--- src/rtl/filt_single_collector.sv ---
// filt_single_collector: receives single filter taps (most-significant tap first),
// repeated NUM_REPS times. It rebuilds the packed frame from the first pass,
// checks every later pass against that copy, and presents the frame with a
// mismatch flag on a valid/ready output port.
module filt_single_collector #(
  parameter int DWIDTH   = 8,
  parameter int NUM_TAPS = 3,
  parameter int NUM_REPS = 3
) (
  input  logic                         clk,
  input  logic                         rst_n,
  input  logic                         single_valid,
  output logic                         single_ready,
  input  logic [DWIDTH-1:0]            single_data,
  output logic                         frame_valid,
  input  logic                         frame_ready,
  output logic [DWIDTH*NUM_TAPS-1:0]   frame_data,
  output logic                         frame_mismatch,
  output logic                         err_sticky,
  output logic [15:0]                  frame_count
);

  localparam int TW = (NUM_TAPS > 1) ? $clog2(NUM_TAPS) : 1;
  localparam int RW = (NUM_REPS > 1) ? $clog2(NUM_REPS) : 1;

  typedef enum logic [1:0] {
    IDLE    = 2'd0,
    COLLECT = 2'd1,
    SEND    = 2'd2
  } state_t;

  state_t state;
  state_t next_state;

  logic [TW-1:0]     tap_idx;
  logic [RW-1:0]     rep_idx;
  logic              take;
  logic              last_tap;
  logic              tap_wrap;
  logic              send_done;
  logic              tap_differs;
  logic [DWIDTH-1:0] stored_tap;

  assign take      = single_valid && single_ready;
  assign tap_wrap  = (tap_idx == TW'(NUM_TAPS - 1));
  assign last_tap  = tap_wrap && (rep_idx == RW'(NUM_REPS - 1));
  assign send_done = (state == SEND) && frame_ready;

  // Select the first-pass value stored for the current tap position and compare it.
  always_comb begin
    stored_tap  = frame_data[(NUM_TAPS - 1 - int'(tap_idx)) * DWIDTH +: DWIDTH];
    tap_differs = (rep_idx != '0) && (single_data != stored_tap);
  end

  // State register; reset drops straight back to IDLE.
  always_ff @(posedge clk or negedge rst_n) begin
    if (!rst_n) begin
      state <= IDLE;
    end else begin
      state <= next_state;
    end
  end

  // Next-state decode: IDLE leaves unconditionally, COLLECT ends on the final tap, SEND on handshake.
  always_comb begin
    next_state = state;
    case (state)
      IDLE:    next_state = COLLECT;
      COLLECT: if (take && last_tap) next_state = SEND;
      SEND:    if (frame_ready) next_state = COLLECT;
      default: next_state = IDLE;
    endcase
  end

  // Handshake outputs are registered from the next state; ready waits one extra edge out of IDLE.
  always_ff @(posedge clk or negedge rst_n) begin
    if (!rst_n) begin
      single_ready <= 1'b0;
      frame_valid  <= 1'b0;
    end else begin
      single_ready <= (next_state == COLLECT) && (state != IDLE);
      frame_valid  <= (next_state == SEND);
    end
  end

  // Tap/pass counters, frame capture on pass 0, comparison on later passes, delivery bookkeeping.
  always_ff @(posedge clk or negedge rst_n) begin
    if (!rst_n) begin
      tap_idx        <= '0;
      rep_idx        <= '0;
      frame_data     <= '0;
      frame_mismatch <= 1'b0;
      err_sticky     <= 1'b0;
      frame_count    <= 16'd0;
    end else if (take) begin
      if (rep_idx == '0) begin
        frame_data[(NUM_TAPS - 1 - int'(tap_idx)) * DWIDTH +: DWIDTH] <= single_data;
      end else if (tap_differs) begin
        frame_mismatch <= 1'b1;
        err_sticky     <= 1'b1;
      end
      if (tap_wrap) begin
        tap_idx <= '0;
        rep_idx <= last_tap ? '0 : rep_idx + RW'(1);
      end else begin
        tap_idx <= tap_idx + TW'(1);
      end
    end else if (send_done) begin
      frame_count    <= frame_count + 16'd1;
      frame_mismatch <= 1'b0;
      tap_idx        <= '0;
      rep_idx        <= '0;
    end
  end

endmodule

--- config.mk ---
export PLATFORM = sky130hd
export DESIGN_NAME = filt_single_collector
export DESIGN_NICKNAME = d
export VERILOG_FILES = /design/src/rtl/filt_single_collector.sv
export SDC_FILE = /design/constraint.sdc
export NUM_CORES = 1
export LEC_CHECK = 0
export BUFFER_PORTS_ARGS = -buffer_cell sky130_fd_sc_hd__buf_2
export CAP_MARGIN = 15
export CORE_MARGIN = 2
export CORE_UTILIZATION = 45
export CTS_CLUSTER_DIAMETER = 40
export DETAILED_ROUTE_END_ITERATION = 8
export GPL_TIMING_DRIVEN = 0
export PLACE_DENSITY = 0.66
export SLEW_MARGIN = 20
export SYNTH_ARGS = -nofsm -noshare
export SYNTH_HDL_FRONTEND = slang
export SYNTH_SLANG_ARGS = --single-unit
--- constraint.sdc ---
create_clock -name clk -period 3.26 [get_ports clk]
set_input_delay 0.978 -clock clk [delete_from_list [all_inputs] [get_ports clk]]
set_output_delay 0.978 -clock clk [all_outputs]
set_load 0.02 [all_outputs]
==> impl_metrics.tcl <==
set metrics [dict create \
    clk_latency_ns 0.31 \
    die_y_um 79.13 \
    finalSetupTns_ns 0 \
    initial_core_util_pct 46.41 \
    syn2layout_area_growth_pct 18.23 \
    place_ws_ns 0.1810 \
    grt_max_degree 51 \
    wl_mm 5.693 \
    reg2reg_to "frame_mismatch" \
    slew_headroom_pct 29.11 \
    vias 2009 \
    synthCells 226 \
    crit_fanout 10 \
    min_period_over_period_pct 89.03 \
    status "complete, no violations" \
    io_buffers 55 \
    tritoncts "yes" \
    min_path_cells 1 \
    r2r_slack_ns 0.36 \
    startpoint_type "flip-flop" \
    final-seq-area_mm2 0.001251 \
    min_period_ns 2.902 \
    wl_per_cell_um 15.77 \
    cp-end-kind "flip-flop" \
    core_area_mm2 0.005473 \
    ctsHoldBuffers 0 \
    finalHoldViolations 0 \
    rows 27 \
    rsz0062_at_grt "false" \
    synth_fp_nets 244 \
    finalSetupViolCount 0 \
    nFillCells 521 \
    peakVddDrop_v 0.0003254 \
    cts_buffer_depth 2 \
    cp.required_ns 3.44 \
    ys_ff_latch 50 \
    chipWidth_um 79.13 \
    skew_ns 0.01154 \
    worstHoldEndpoint "frame_count[15]" \
    worst_slack_ns 0.3576 \
    overflow 0 \
    mostFrequentLayoutCell "buf_2" \
    post_cts_buffers 0 \
    cts_buffers 5 \
    seq_area_frac_synth_pct 49.26 \
    final_cell_mix "59 x buf_2, 50 x dfrtp_1, 28 x a22o_1, 13 x nand2_1, 13 x xnor2_1" \
    routed_via_density 5.565 \
    total_power_mw 2.140 \
    drtIter0Drc 116 \
    dp_hpwl_mm 3.913 \
    reg2regPathDepth 11 \
    grt_pass1_wl_mm 9.487 \
    clk_transition_reported_paths_ns 0.10 \
    multi_input_area_mm2 0.001211 \
    hold_path.class "flip-flop to flip-flop" \
    antenna_left 0 \
    synth.cell_area_mm2 0.002540 \
    ctsHtreeMaxLevel 2 \
    max_freq_mhz 344.5 \
    cts_sinks 50 \
    hp-start "frame_count[15]" \
    cts_resized 0 \
    route.detailed.drc 0 \
    gp_congestion 0.7872 \
    ioPinCount 56 \
    track_usage_pct 19.52 \
    crit_arrival_ns 3.09 \
    drtPass1Iterations 4 \
    worstMarginPinSlew_ns 1.055 \
    layout.nets 306 \
    rr_startpoint "tap_idx[0]" \
    critPathKind "flip-flop to flip-flop" \
    ys_types 40 \
    ys_warn_count 0 \
    die_area_mm2 0.006262 \
    leakage_nw 1.497 \
    max_cap_violations 0 \
    drv_slew 0 \
    ctsRootBufferMaster "clkbuf_8" \
    synth_area_per_cell_um2 11.24 \
    antenna_found_initial 0 \
    n_antenna_cell 0 \
    cellPowerDensity_mw_per_mm2 712.7 \
    grt_pass1_vias 1890 \
    drive_gt1_share_pct 26.64 \
]
-- how the worst max path moves through the flow --
stage | startpoint | end | cells past startpoint
after floorplan | tap_idx[0] | err_sticky | 11
after global placement | single_valid | frame_data[21] | 6
after detailed placement | single_valid | frame_data[16] | 6
after CTS | tap_idx[0] | frame_mismatch | 11
after global routing | tap_idx[0] | err_sticky | 11
final | tap_idx[0] | frame_mismatch | 11
-- stage by stage --
| step | cells | util (%) | hold WS [ns] | area [µm²] |
|---|---|---|---|---|
| detailed placement | 353 | 53.09 | 0.4580 | 2905 |
| finish | 361 | 54.87 | 0.4770 | 3003 |
| CTS | 361 | 54.82 | 0.4792 | 3000 |
| global placement | 353 | 53.09 | 0.4479 | 2905 |
| global route | 361 | 54.87 | 0.5097 | 3003 |
| floorplan | 226 | - | 0.5150 | 2540 |
-- registers in the layout, summed over array words and instances (netlist names) --
name            flops
frame_data         24
rep_idx             2
state               2
frame_valid         1
err_sticky          1
frame_mismatch      1
single_ready        1
tap_idx             2
frame_count        16
-- synth_stat cells (all sizes together) --
cell type,instances,area [µm²]
o2111a,2,22.52
xnor2,13,113.9
o211a,2,20.02
or3,1,6.260
o2bb2ai,4,35.03
and3,4,25.02
a221oi,3,26.28
inv,9,33.78
nor2b,2,12.51
ha,6,75.07
nor3b,5,42.54
mux2i,6,60.06
nor4b,2,17.52
a21boi,2,15.01
nand4b,2,17.52
nor4,1,12.51
nor3,2,10.01
mux2,3,33.78
a211oi,3,22.52
a22o,28,245.2
nand2,13,48.80
o21ai,9,45.04
nand2b,5,31.28
and2,3,18.77
dfrtp,50,1251
buf,7,43.79
or4b,2,20.02
xor2,5,43.79
nand3b,2,15.01
and4,2,17.52
nand3,10,50.05
a22oi,2,15.01
a31o,1,8.760
nor2,11,41.29
o32ai,2,17.52
and3b,1,8.760
o41ai,1,16.27
-- critical path, cell delays in order (launching register included) --
cell and delay, ns:
dfrtp_1 0.43, buf_6 0.16, inv_1 0.22, ha_1 0.28
buf_4 0.18, and2_1 0.16, buf_2 0.17, a22oi_1 0.30
nor2b_1 0.18, a221oi_1 0.11, o41ai_2 0.49, nand2_1 0.10
-- logic make-up after synthesis --
logic type | after synthesis | share of synthesized area [%]
xor+xnor | 18 | 6.207
fa+ha+maj | 6 | 2.956
flops | 50 | 49.26
mux | 9 | 3.695
simple gates | 68 | 15.57
buf+inv | 16 | 3.054
compound gates | 59 | 19.26
-- where the power goes --
part / switching, mW / internal, mW
Combinational: 0.556 / 0.373
Sequential: 0.0953 / 0.732
Clock: 0.226 / 0.158
Total: 0.877 / 1.26
-- cell type report --
cell class                      count  area share, %
Tap cell                           72          3.000
Timing Repair Buffer               55          9.250
Buffer                              7          1.458
Inverter                            9          1.125
Multi-Input combinational cell    160          40.33
Sequential cell                    50          41.67
Clock buffer                        5          2.292
Clock inverter                      3         0.8750
-- layer usage --
metal	global-route usage [%]	wire, µm
met4	6.897	76
met2	28.39	2546
met1	28.59	2778
met5	0	0
met3	4.318	291
Note: power is estimated with default switching activity, not from simulation.
